--- config.mk ---
export PLATFORM = sky130hd
export DESIGN_NAME = uart_reg_sequencer
export DESIGN_NICKNAME = d
export VERILOG_FILES = /design/src/rtl/parser_pkg.sv /design/src/rtl/uart_reg_sequencer.sv
export SDC_FILE = /design/constraint.sdc
export NUM_CORES = 1
export LEC_CHECK = 0
export ABC_AREA = 1
export ABC_CLOCK_PERIOD_IN_PS = 4100
export CELL_PAD_IN_SITES_DETAIL_PLACEMENT = 1
export CELL_PAD_IN_SITES_GLOBAL_PLACEMENT = 2
export CORE_MARGIN = 3
export CORE_UTILIZATION = 25
export DETAILED_ROUTE_END_ITERATION = 10
export PLACE_DENSITY_LB_ADDON = 0.1
export SLEW_MARGIN = 25
export SYNTH_ARGS = -nofsm -noshare
export SYNTH_HDL_FRONTEND = slang
export SYNTH_SLANG_ARGS = --single-unit
--- constraint.sdc ---
create_clock -name clk_sys -period 4.1 [get_ports clk_sys]
set_input_delay 1.23 -clock clk_sys [delete_from_list [all_inputs] [get_ports clk_sys]]
set_output_delay 1.23 -clock clk_sys [all_outputs]
set_load 0.02 [all_outputs]
--- src/rtl/parser_pkg.sv ---
// Message classification types shared by the UART RX parser and the register
// sequencer, plus the field widths of a parsed register message.
package parser_pkg;

  typedef enum logic [2:0] {
    MSG_NONE      = 3'd0,
    MSG_REG_WRITE = 3'd1,
    MSG_REG_READ  = 3'd2,
    MSG_PIXEL     = 3'd3,
    MSG_BURST     = 3'd4
  } msg_type_e;

  localparam int SEL_W   = 8;
  localparam int OFS_W   = 16;
  localparam int HALF_W  = 16;
  localparam int WORD_W  = 2 * HALF_W;
  localparam int ERRC_W  = 8;

  function automatic logic is_reg_type(input msg_type_e t);
    return (t == MSG_REG_WRITE) || (t == MSG_REG_READ);
  endfunction

endpackage

--- src/rtl/uart_reg_sequencer.sv ---
// Register-access sequencer: turns one parsed UART register message into a
// single req/ack bus transaction and hands read results back to the TX path.
module uart_reg_sequencer
  import parser_pkg::*;
#(
  parameter int unsigned TIMEOUT_CYCLES = 255,
  parameter logic [31:0] ERR_DATA       = 32'hDEAD_BEEF
) (
  input  logic              clk_sys,
  input  logic              rst_sys_n,
  input  logic              sys_data_available,
  input  logic              sys_valid_msg,
  input  msg_type_e         sys_classified_type,
  input  logic [SEL_W-1:0]  sys_parsed_addr,
  input  logic [OFS_W-1:0]  sys_parsed_offset_addr,
  input  logic [HALF_W-1:0] sys_parsed_data_high,
  input  logic [HALF_W-1:0] sys_parsed_data_low,
  output logic              sys_seq_ready,
  output logic              rgf_req,
  output logic              rgf_wr,
  output logic [SEL_W-1:0]  rgf_sel,
  output logic [OFS_W-1:0]  rgf_addr,
  output logic [WORD_W-1:0] rgf_wdata,
  input  logic              rgf_ack,
  input  logic [WORD_W-1:0] rgf_rdata,
  output logic              rsp_valid,
  output logic [WORD_W-1:0] rsp_data,
  output logic              rsp_err,
  input  logic              rsp_ready,
  output logic              err_pulse,
  output logic [ERRC_W-1:0] err_cnt
);

  typedef enum logic [2:0] {
    IDLE   = 3'd0,
    DECODE = 3'd1,
    BUS    = 3'd2,
    RESP   = 3'd3,
    DONE   = 3'd4
  } state_e;

  localparam int unsigned     TMO_W    = $clog2(TIMEOUT_CYCLES + 1);
  localparam logic [TMO_W-1:0] TMO_LAST = TMO_W'(TIMEOUT_CYCLES - 1);

  state_e state;
  state_e state_nxt;

  msg_type_e          shd_type;
  logic               shd_valid;
  logic [SEL_W-1:0]   shd_sel;
  logic [OFS_W-1:0]   shd_offset;
  logic [WORD_W-1:0]  shd_wdata;

  logic [TMO_W-1:0]   tmo_cnt;
  logic [WORD_W-1:0]  rsp_data_q;
  logic               rsp_err_q;
  logic               err_pulse_q;
  logic [ERRC_W-1:0]  err_cnt_q;
  logic               rearm_wait;

  logic shd_is_write;
  logic capture;
  logic ack_hit;
  logic tmo_hit;
  logic decode_err;
  logic err_evt;

  function automatic logic [ERRC_W-1:0] sat_inc(input logic [ERRC_W-1:0] v);
    return (v == {ERRC_W{1'b1}}) ? v : v + ERRC_W'(1);
  endfunction

  assign shd_is_write = (shd_type == MSG_REG_WRITE);
  assign capture      = (state == IDLE) && (state_nxt == DECODE);
  // An ack on the final timeout cycle wins over the timeout.
  assign ack_hit      = (state == BUS) && rgf_ack;
  assign tmo_hit      = (state == BUS) && !rgf_ack && (tmo_cnt == TMO_LAST);
  assign decode_err   = (state == DECODE) && is_reg_type(shd_type) && !shd_valid;
  assign err_evt      = decode_err || tmo_hit;

  always_ff @(posedge clk_sys or negedge rst_sys_n) begin
    if (!rst_sys_n) begin
      state <= IDLE;
    end else begin
      state <= state_nxt;
    end
  end

  always_comb begin
    state_nxt = state;
    case (state)
      IDLE: begin
        if (sys_data_available && !sys_seq_ready && !rearm_wait) begin
          state_nxt = DECODE;
        end
      end
      DECODE: begin
        if (!is_reg_type(shd_type)) begin
          state_nxt = IDLE;
        end else if (shd_valid) begin
          state_nxt = BUS;
        end else begin
          state_nxt = DONE;
        end
      end
      BUS: begin
        if (ack_hit || tmo_hit) begin
          state_nxt = shd_is_write ? DONE : RESP;
        end
      end
      RESP: begin
        if (rsp_ready) begin
          state_nxt = DONE;
        end
      end
      DONE: begin
        if (!sys_data_available) begin
          state_nxt = IDLE;
        end
      end
      default: state_nxt = IDLE;
    endcase
  end

  always_comb begin
    rgf_req       = 1'b0;
    rgf_wr        = 1'b0;
    rgf_sel       = '0;
    rgf_addr      = '0;
    rgf_wdata     = '0;
    rsp_valid     = 1'b0;
    sys_seq_ready = 1'b0;
    if (state == BUS) begin
      rgf_req   = 1'b1;
      rgf_wr    = shd_is_write;
      rgf_sel   = shd_sel;
      rgf_addr  = shd_offset;
      rgf_wdata = shd_wdata;
    end
    if (state == RESP) begin
      rsp_valid = 1'b1;
    end
    if (state == DONE) begin
      sys_seq_ready = 1'b1;
    end
    rsp_data  = rsp_data_q;
    rsp_err   = rsp_err_q;
    err_pulse = err_pulse_q;
    err_cnt   = err_cnt_q;
  end

  always_ff @(posedge clk_sys or negedge rst_sys_n) begin
    if (!rst_sys_n) begin
      shd_type   <= MSG_NONE;
      shd_valid  <= 1'b0;
      shd_sel    <= '0;
      shd_offset <= '0;
      shd_wdata  <= '0;
    end else if (capture) begin
      shd_type   <= sys_classified_type;
      shd_valid  <= sys_valid_msg;
      shd_sel    <= sys_parsed_addr;
      shd_offset <= sys_parsed_offset_addr;
      shd_wdata  <= {sys_parsed_data_high, sys_parsed_data_low};
    end
  end

  always_ff @(posedge clk_sys or negedge rst_sys_n) begin
    if (!rst_sys_n) begin
      tmo_cnt <= '0;
    end else if (state == DECODE) begin
      tmo_cnt <= '0;
    end else if (state == BUS) begin
      tmo_cnt <= tmo_cnt + TMO_W'(1);
    end
  end

  // Non-register messages are dropped silently; wait for the level to fall
  // so the same message is not decoded twice.
  always_ff @(posedge clk_sys or negedge rst_sys_n) begin
    if (!rst_sys_n) begin
      rearm_wait <= 1'b0;
    end else if ((state == DECODE) && !is_reg_type(shd_type)) begin
      rearm_wait <= 1'b1;
    end else if (!sys_data_available) begin
      rearm_wait <= 1'b0;
    end
  end

  always_ff @(posedge clk_sys or negedge rst_sys_n) begin
    if (!rst_sys_n) begin
      rsp_data_q <= '0;
      rsp_err_q  <= 1'b0;
    end else if (ack_hit && !shd_is_write) begin
      rsp_data_q <= rgf_rdata;
      rsp_err_q  <= 1'b0;
    end else if (tmo_hit && !shd_is_write) begin
      rsp_data_q <= ERR_DATA;
      rsp_err_q  <= 1'b1;
    end else if ((state == RESP) && rsp_ready) begin
      rsp_err_q  <= 1'b0;
    end
  end

  always_ff @(posedge clk_sys or negedge rst_sys_n) begin
    if (!rst_sys_n) begin
      err_pulse_q <= 1'b0;
      err_cnt_q   <= '0;
    end else begin
      err_pulse_q <= err_evt;
      if (err_evt) begin
        err_cnt_q <= sat_inc(err_cnt_q);
      end
    end
  end

endmodule

==> flow_metrics.env, run 1 <==
export IMPL_placement_io_buffers=198
export IMPL_drt_iter0_drc=157
export IMPL_routed_wl_um=16300
export IMPL_min_to="rsp_data[8]"
export IMPL_hpwlAfterDp_um=11600
export IMPL_finalSetupViolations=0
export IMPL_die_area_um2=21700
export IMPL_cts_num_sinks=114
export IMPL_layout_common_cells="clkdlybuf4s50_1 (197), nor2_1 (149), dfrtp_1 (114)"
export IMPL_overflow=0
export IMPL_first_pass_iters=4
export IMPL_peakVddDrop_uv=348
export IMPL_start_util_pct=25.6
export IMPL_synth_top_area_share_pct=57.1
export IMPL_clock_latency_ps=410
export IMPL_die_x_um=147
export IMPL_rsz0062_at_grt="false"
export IMPL_status="complete, no violations"
export IMPL_worstReg2RegStart="state[2]"
export IMPL_syn_nets=713
export IMPL_worstHoldStart="rsp_data[8]"
export IMPL_ys_async_sr_fraction_pct=100
export IMPL_core_rowCount=51
export IMPL_setup_tns_ps=0
export IMPL_cts_clk_slew_worst_paths_ps=50
export IMPL_nNetsFinal=910
export IMPL_cts_resized=0
export IMPL_ys_ff_latch=114
export IMPL_layout_min_cycle_time_ps=3560
export IMPL_ys_seq_area_share_pct=57.1
export IMPL_num_vias=4686
export IMPL_grt_max_degree=72
export IMPL_yosys_top_cells_area="dfrtp_1 (57%), nor2_1 (11%), a21oi_1 (8.4%)"
export IMPL_routedWlPerCell_um=15.0
export IMPL_netlist_area_um2=5000
export IMPL_synth_cell_type_count=23
export IMPL_critical_path_top_delay_family="buffers and inverters"
export IMPL_syn_inst=613
export IMPL_clockRootBuffer="clkbuf_16"
export IMPL_grt_pass1_vias=5325
export IMPL_syn_avg_cell_area_um2=8.16
export IMPL_gp_congestion=0.729
export IMPL_p_leak_nw=3.87
export IMPL_path_class="flop to output pin"
export IMPL_dp_slack_ps=956
export IMPL_cts_tree="built"
export IMPL_layout_commonest_cell="clkdlybuf4s50_1"
export IMPL_worstPathCellList="inv_2, nand3_4, buf_4, nor2_1, clkdlybuf4s50_1"
export IMPL_timing_rr_end="rsp_data[5]"
export IMPL_syn_to_final_growth_pct=58.4
export IMPL_antenna_found_initial=0
export IMPL_drv_cap=0
export IMPL_relSlewSlack_pct=51.7
export IMPL_period_share_pct=86.7
export IMPL_maxSlewViolCount=0
export IMPL_setup_ws_ps=544
export IMPL_diodes=0
export IMPL_io_pins=199
export IMPL_avgViaCountPerCell=4.31
export IMPL_postCtsHoldBufs=0
export IMPL_drive_gt1_share_pct=5.47
export IMPL_final_cell_count_no_fill=1088
export IMPL_critical_path_max_stage_delay_ps=590
export IMPL_yosysTopAreaCell="dfrtp_1"
export IMPL_worstPathArrival_ps=2330
export IMPL_crit_buf_inv=3
export IMPL_max_freq_mhz=281
export IMPL_dp_cells=1056
export IMPL_synth_edf_count=0
export IMPL_grt_total_usage_pct=15.5
export IMPL_ys_warnings_count=0
export IMPL_cts_buffers=17
export IMPL_finalHoldViolations=0
export IMPL_power_density_nw_per_um2=673
export IMPL_required_ps=2870
export IMPL_cts_setup_buffers=0
export IMPL_r2r_cells=8
export IMPL_htree_levels=4
export IMPL_hold_slack_ps=468
export IMPL_skew_ps=9.04
export IMPL_hold_class="flop to flop"
export IMPL_cts_buffer_depth=2
export IMPL_worst_pin_slew_ps=725
export IMPL_crit_fanout=63
export IMPL_holdPathStages=2
export IMPL_synth_ff_type="dfrtp_1"
export IMPL_r2r_slack_ps=1720
export IMPL_grt_pass1_wl_um=26900
export IMPL_ant_nets=0
export IMPL_cp_slowest_cell="clkdlybuf4s50_1"
export IMPL_critPathCaptureType="output pin"
export IMPL_start_kind="flop"
export IMPL_die_y_um=147
export IMPL_fp_coreArea_um2=19500
export IMPL_drc=0
-- report_power, final --
| group | internal [W] | leakage (nW) | switching (W) |
|---|---|---|---|
| sequential | 0.00158 | 1.31 | 0.000178 |
| combinational | 0.000808 | 2.24 | 0.00114 |
| clock | 0.00110 | 0.317 | 0.000521 |
| total | 0.00349 | 3.87 | 0.00184 |
-- through the flow --
step / utilization [%] / total power (W) / instance area [um^2]
after global routing: 40.5 / 0.00571 / 7920
final: 40.5 / 0.00533 / 7920
after floorplan: - / 0.00285 / 5000
after global placement: 37.3 / 0.00367 / 7270
after detailed placement: 37.3 / 0.00376 / 7270
after CTS: 40.5 / 0.00543 / 7920
-- synth_stat cells, drive strengths merged, types with 3 or more instances --
cell type  count
nor2         149
dfrtp        114
inv          110
a21oi         84
nand2         76
nand3         25
buf           17
o21ai         14
clkbuf         7
nor3           5
ha             3
nand4          3
-- cells by family after synthesis --
group / count (synthesis) / synth area share [%]
adders and majority gates: 3 / 0.751
AOI/OAI and AO/OA: 98 / 9.81
and+or+nand+nor: 260 / 21.3
xor gates and xnor gates: 3 / 0.526
DFF: 114 / 57.1
muxes: 1 / 0.200
buffers and inverters: 134 / 10.4
-- registers in the layout, summed over array words and instances (netlist names) --
register and flops:
err_cnt 8, err_pulse 1, rearm_wait 1, rsp_data 32, rsp_err 1, shd_offset 16
shd_sel 8, shd_type 3, shd_valid 1, shd_wdata 32, state 3, tmo_cnt 8
-- worst register-to-register path: stages, from the launching register on --
cell	delay [ps]
dfrtp_1	420
inv_2	80
nand3_4	70
buf_4	570
inv_4	170
nand3_2	150
nand2_1	90
nand2_2	510
a21oi_1	170
-- area by class of cell --
class | instances | area [um^2]
Multi-Input combinational cell | 365 | 1640
Sequential cell | 114 | 2850
Inverter | 110 | 415
Timing Repair Buffer | 202 | 2030
Clock buffer | 21 | 460
Fill cell | 2334 | 11600
Clock inverter | 11 | 183
Tap cell | 265 | 332
-- per-layer routing --
| metal | global-route usage (%) | vias up | wire [um] |
|---|---|---|---|
| li1 | - | 2262 | - |
| met4 | 4.85 | 0 | 197 |
| met3 | 5.43 | 11 | 945 |
| met5 | 0 | - | 0 |
| met1 | 17.9 | 2305 | 6860 |
| met2 | 27.1 | 108 | 8320 |
-- worst max path at each step --
stage          depth (start not counted)      from           to  slack (ps)
3_5_place_dp                           5  state[2]      rgf_req         960
6_report                               5  state[2]  rgf_addr[4]         540
5_1_grt                                5  state[2]      rgf_req         380
3_3_place_gp                           4  state[1]  rgf_addr[4]         980
4_1_cts                                5  state[2]      rgf_req         500
2_1_floorplan                          4  state[0]  rgf_addr[0]        1730
(Power assumes the default switching activity.)
==> inputs of run 2 (changes only) <==
==> constraint.sdc (replaced) <==
create_clock -name clk_sys -period 4.1 [get_ports clk_sys]
set_input_delay 1.23 -clock clk_sys [delete_from_list [all_inputs] [get_ports clk_sys]]
set_output_delay 1.23 -clock clk_sys [all_outputs]
set_load 0.01 [all_outputs]
==> run 2 against run 1 <==
Sequential power hardly changed. Cell area is 0.41% higher. Combinational power fell by 10%. Final cell count unchanged. Non-clock buffer count did not move. Clock skew decreased by 1.0 ps. Clock power grew 4%. Via count shrank 1.5%. Clock-buffer cell count stayed put. Sequential share of layout area fell by 0.15 points. Worst setup slack improved by 59 ps. Core utilization increased by 0.17 points. Largest cell class unchanged.
==> flow_metrics.env, run 2 (synthesis results as in run 1) <==
export IMPL_status="complete, no violations"
export IMPL_die_x_um=147
export IMPL_num_vias=4617
export IMPL_final_cell_count_no_fill=1088
export IMPL_hpwlAfterDp_um=11200
export IMPL_maxSlewViolCount=0
export IMPL_htree_levels=4
export IMPL_postCtsHoldBufs=0
export IMPL_drv_cap=0
export IMPL_antenna_found_initial=0
export IMPL_power_total_w=0.00521
export IMPL_skew_ps=8.05
export IMPL_start_util_pct=25.6
export IMPL_avgViaCountPerCell=4.24
export IMPL_nNetsFinal=910
export IMPL_grt_pass1_wl_um=26500
export IMPL_path_class="flop to output pin"
export IMPL_gp_congestion=0.752
export IMPL_crit_end="rgf_req"
export IMPL_use_met2_pct=26.7
export IMPL_diodes=0
export IMPL_r2r_cells=8
export IMPL_layout_min_cycle_time_ps=3500
export IMPL_drive_gt1_share_pct=5.59
export IMPL_dp_cells=1056
export IMPL_layout_commonest_cell="clkdlybuf4s50_1"
export IMPL_power_frac_seq_pct=33.8
export IMPL_cts_resized=0
export IMPL_dp_slack_ps=987
export IMPL_drc=0
export IMPL_clock_latency_ps=410
export IMPL_overflow=0
export IMPL_cts_setup_buffers=0
export IMPL_p_int_w=0.00357
export IMPL_hold_class="flop to flop"
export IMPL_power_share_clock_pct=32.6
export IMPL_grt_busiest_layer="met2"
export IMPL_grt_pass1_vias=5189
export IMPL_io_pins=199
export IMPL_rsz0062_at_grt="false"
export IMPL_grt_util_met3_pct=5.15
export IMPL_critPathCaptureType="output pin"
export IMPL_crit_fanout=63
export IMPL_met1_usage_pct=17.5
export IMPL_period_share_pct=85.3
export IMPL_fillers=2290
export IMPL_cts_buffers=17
export IMPL_clockRootBuffer="clkbuf_16"
export IMPL_cts_num_sinks=114
export IMPL_core_rowCount=51
export IMPL_finalHoldViolations=0
export IMPL_die_area_um2=21700
export IMPL_fp_coreArea_um2=19500
export IMPL_first_pass_iters=4
export IMPL_die_y_um=147
export IMPL_finalSetupViolations=0
export IMPL_worstReg2RegStart="state[2]"
export IMPL_timing_rr_end="rsp_data[18]"
export IMPL_start_kind="flop"
export IMPL_power_density_nw_per_um2=655
export IMPL_drt_iter0_drc=143
export IMPL_worstPathArrival_ps=2270
export IMPL_required_ps=2870
export IMPL_r2r_slack_ps=1700
export IMPL_power_switching_w=0.00164
export IMPL_setup_tns_ps=0
export IMPL_routedWlPerCell_um=14.5
export IMPL_layout_common_cells="clkdlybuf4s50_1 (197), nor2_1 (149), dfrtp_1 (114)"
export IMPL_setup_worst_path_start="state[2]"
export IMPL_ant_nets=0
export IMPL_routed_wl_um=15800
export IMPL_grt_max_degree=115
export IMPL_cts_clk_slew_worst_paths_ps=60
export IMPL_grt_total_usage_pct=15.2
export IMPL_peakVddDrop_uv=315
export IMPL_relSlewSlack_pct=50.9
export IMPL_swShare_pct=31.5
export IMPL_p_leak_nw=3.89
export IMPL_cts_tree="built"
export IMPL_combPwrFrac_pct=33.6
export IMPL_worst_pin_slew_ps=737
export IMPL_hold_slack_ps=474
export IMPL_setup_ws_ps=603
export IMPL_max_freq_mhz=286
export IMPL_holdPathStages=2
export IMPL_placement_io_buffers=198
export IMPL_syn_to_final_growth_pct=59.0
export IMPL_cts_buffer_depth=2
## run 2: cell type report
type                       instances  area (um^2)  area share [%]
timing repair buffer             202         2030            25.6
sequential                       114         2850            35.9
inverter                         110          415            5.23
clock inverter                    11          205            2.58
tap                              265          332            4.17
multi-input combinational        365         1640            20.6
clock buffer                      21          470            5.92
## run 2: worst min-delay path by stage
stage / start / end / slack (ps)
after floorplan: rearm_wait / rearm_wait / 450
after global placement: rsp_data[22] / rsp_data[22] / 460
after detailed placement: rsp_data[4] / rsp_data[4] / 460
after CTS: rsp_data[4] / rsp_data[4] / 480
after global routing: rsp_data[4] / rsp_data[4] / 510
final: rsp_data[4] / rsp_data[4] / 470
## run 2: layer usage
metal	share of wire (%)	wire [um]
met1	41	6480
met2	51	8130
met3	6.2	980
met4	1.4	227
met5	0	0
## run 2: power groups by stage
stage                     clock network (W)  logic [W]  registers (W)
final                               0.00170    0.00175        0.00176
after global routing                0.00182    0.00197        0.00182
after CTS                           0.00175    0.00179        0.00177
after detailed placement                  0    0.00177        0.00178
after global placement                    0    0.00172        0.00176
after floorplan                           0   0.000841        0.00181
## run 2: through the flow
step / util (%) / cell area (um^2)
floorplan: - / 5000
global placement: 37.3 / 7270
detailed placement: 37.3 / 7270
CTS: 40.7 / 7950
global route: 40.7 / 7950
finish: 40.7 / 7950
## run 2: critical path: stages (launching register included)
cell and delay [ps]:
dfrtp_1 420, inv_2 80, nand3_4 70, buf_4 580, inv_4 160, clkdlybuf4s50_1 530
==> inputs of run 3 (changes only) <==
--- a/config.mk
+++ b/config.mk
@@ -6,12 +6,12 @@
 export NUM_CORES = 1
 export LEC_CHECK = 0
 export ABC_AREA = 1
-export ABC_CLOCK_PERIOD_IN_PS = 4100
 export CELL_PAD_IN_SITES_DETAIL_PLACEMENT = 1
 export CELL_PAD_IN_SITES_GLOBAL_PLACEMENT = 2
 export CORE_MARGIN = 3
 export CORE_UTILIZATION = 25
 export DETAILED_ROUTE_END_ITERATION = 10
+export DONT_BUFFER_PORTS = 1
 export PLACE_DENSITY_LB_ADDON = 0.1
 export SLEW_MARGIN = 25
 export SYNTH_ARGS = -nofsm -noshare
==> run 3 against run 2 <==
Register-to-register slack worse by 220 ps. Die area stayed put. Non-clock buffer count is 200 lower. Core utilization is 11 points lower. Combinational power is 41% lower. Sequential share of layout area is 13 points higher. Via count is 17% lower. Cell area is 26% lower. Final cell count is 18% lower. Critical endpoint is now rgf_addr[15]. Largest cell class unchanged. Highest routed layer unchanged.
==> flow_metrics.env, run 3 (synthesis results as in run 1) <==
export IMPL_finalSetupViolations=0
export IMPL_finalHoldViolations=0
export IMPL_r2r_cells=7
export IMPL_overflow=0
export IMPL_crit_end="rgf_addr[15]"
export IMPL_die_x_um=147
export IMPL_grt_total_usage_pct=13.0
export IMPL_rsz0062_at_grt="false"
export IMPL_htree_levels=4
export IMPL_num_vias=3814
export IMPL_cts_num_sinks=114
export IMPL_maxSlewViolCount=0
export IMPL_drt_iter0_drc=110
export IMPL_core_rowCount=51
export IMPL_cts_buffers=17
export IMPL_placement_io_buffers=0
export IMPL_start_kind="flop"
export IMPL_io_pins=199
export IMPL_die_y_um=147
export IMPL_required_ps=2870
export IMPL_routedWlPerCell_um=15.7
export IMPL_diodes=0
export IMPL_critPathCaptureType="output pin"
export IMPL_clock_latency_ps=410
export IMPL_timing_rr_end="rsp_data[24]"
export IMPL_hold_slack_ps=491
export IMPL_grt_max_degree=115
export IMPL_drv_cap=0
export IMPL_worstPathArrival_ps=1980
export IMPL_max_freq_mhz=312
export IMPL_skew_ps=6.96
export IMPL_fp_coreArea_um2=19500
export IMPL_cts_tree="built"
export IMPL_grt_pass1_wl_um=22100
export IMPL_cts_resized=0
export IMPL_die_area_um2=21700
export IMPL_cts_setup_buffers=0
export IMPL_clockRootBuffer="clkbuf_16"
export IMPL_ant_nets=0
export IMPL_routed_wl_um=14000
export IMPL_layout_common_cells="nor2_1 (149), dfrtp_1 (114), inv_1 (108)"
export IMPL_start_util_pct=25.6
export IMPL_layout_commonest_cell="nor2_1"
export IMPL_path_class="flop to output pin"
export IMPL_period_share_pct=78.2
export IMPL_nNetsFinal=710
export IMPL_r2r_slack_ps=1480
export IMPL_grt_pass1_vias=4163
export IMPL_gp_congestion=0.698
export IMPL_peakVddDrop_uv=298
export IMPL_power_density_nw_per_um2=761
export IMPL_syn_to_final_growth_pct=17.7
export IMPL_postCtsHoldBufs=0
export IMPL_hold_class="flop to flop"
export IMPL_crit_fanout=63
export IMPL_cts_clk_slew_worst_paths_ps=50
export IMPL_worst_pin_slew_ps=739
export IMPL_status="complete, no violations"
export IMPL_fillers=2328
export IMPL_first_pass_iters=4
export IMPL_setup_tns_ps=0
export IMPL_p_leak_nw=3.09
export IMPL_hpwlAfterDp_um=9820
export IMPL_layout_min_cycle_time_ps=3210
export IMPL_drive_gt1_share_pct=6.74
export IMPL_worstReg2RegStart="state[0]"
export IMPL_cts_buffer_depth=2
export IMPL_antenna_found_initial=0
export IMPL_avgViaCountPerCell=4.30
export IMPL_setup_worst_path_start="state[0]"
export IMPL_drc=0
export IMPL_relSlewSlack_pct=50.7
[run 3: cell types whose count changed in the layout (fill, tap and decap cells not counted), sizes merged]
cell	delta
buf	-3
bufinv	-2
clkbuf	+1
clkdlybuf4s50	-197
clkinv	-1
clkinvlp	+2
[run 3: worst max-delay path, stage by stage, from the launching register on]
cell and delay, ps:
dfrtp_1 390, inv_1 140, nand3_4 560, nor2_1 460
[run 3: per-layer routing]
metal / routed length, um / vias up / track usage [%]
met4: 153 / 0 / 3.91
li1: - / 1856 / -
met1: 5810 / 1834 / 14.8
met2: 6850 / 113 / 22.0
met5: 0 / - / 0
met3: 1170 / 11 / 5.89
[run 3: layout make-up]
class                      count  area (um^2)  area share (%)
clock buffer                  22          474            8.06
clock inverter                10          155            2.64
inverter                     110          415            7.06
multi-input combinational    365         1640            27.9
sequential                   114         2850            48.5
tap                          265          332            5.63
timing repair buffer           2         15.0           0.255
[run 3: stage by stage]
stage / setup slack [ps] / total power (W) / util (%) / instances / area [um^2]
after floorplan: 1850 / 0.00266 / - / 613 / 5000
after global placement: 1370 / 0.00291 / 26.9 / 856 / 5260
after detailed placement: 1250 / 0.00297 / 26.9 / 856 / 5260
after CTS: 807 / 0.00459 / 30.1 / 888 / 5880
after global routing: 667 / 0.00483 / 30.1 / 888 / 5880
final: 895 / 0.00448 / 30.1 / 888 / 5880
[run 3: power by group]
group | internal, W | leakage [nW] | switching [W]
Clock | 0.00106 | 0.306 | 0.000512
Combinational | 0.000310 | 1.48 | 0.000729
Sequential | 0.00158 | 1.31 | 0.000286
Total | 0.00295 | 3.09 | 0.00153
[run 3: worst min-delay path by stage]
stage | startpoint | end | cells after the start
global placement | rearm_wait | rearm_wait | 2
CTS | rst_sys_n | shd_wdata[12] | 0
detailed placement | rearm_wait | rearm_wait | 2
floorplan | rearm_wait | rearm_wait | 2
global route | rst_sys_n | shd_wdata[12] | 0
finish | rearm_wait | rearm_wait | 2
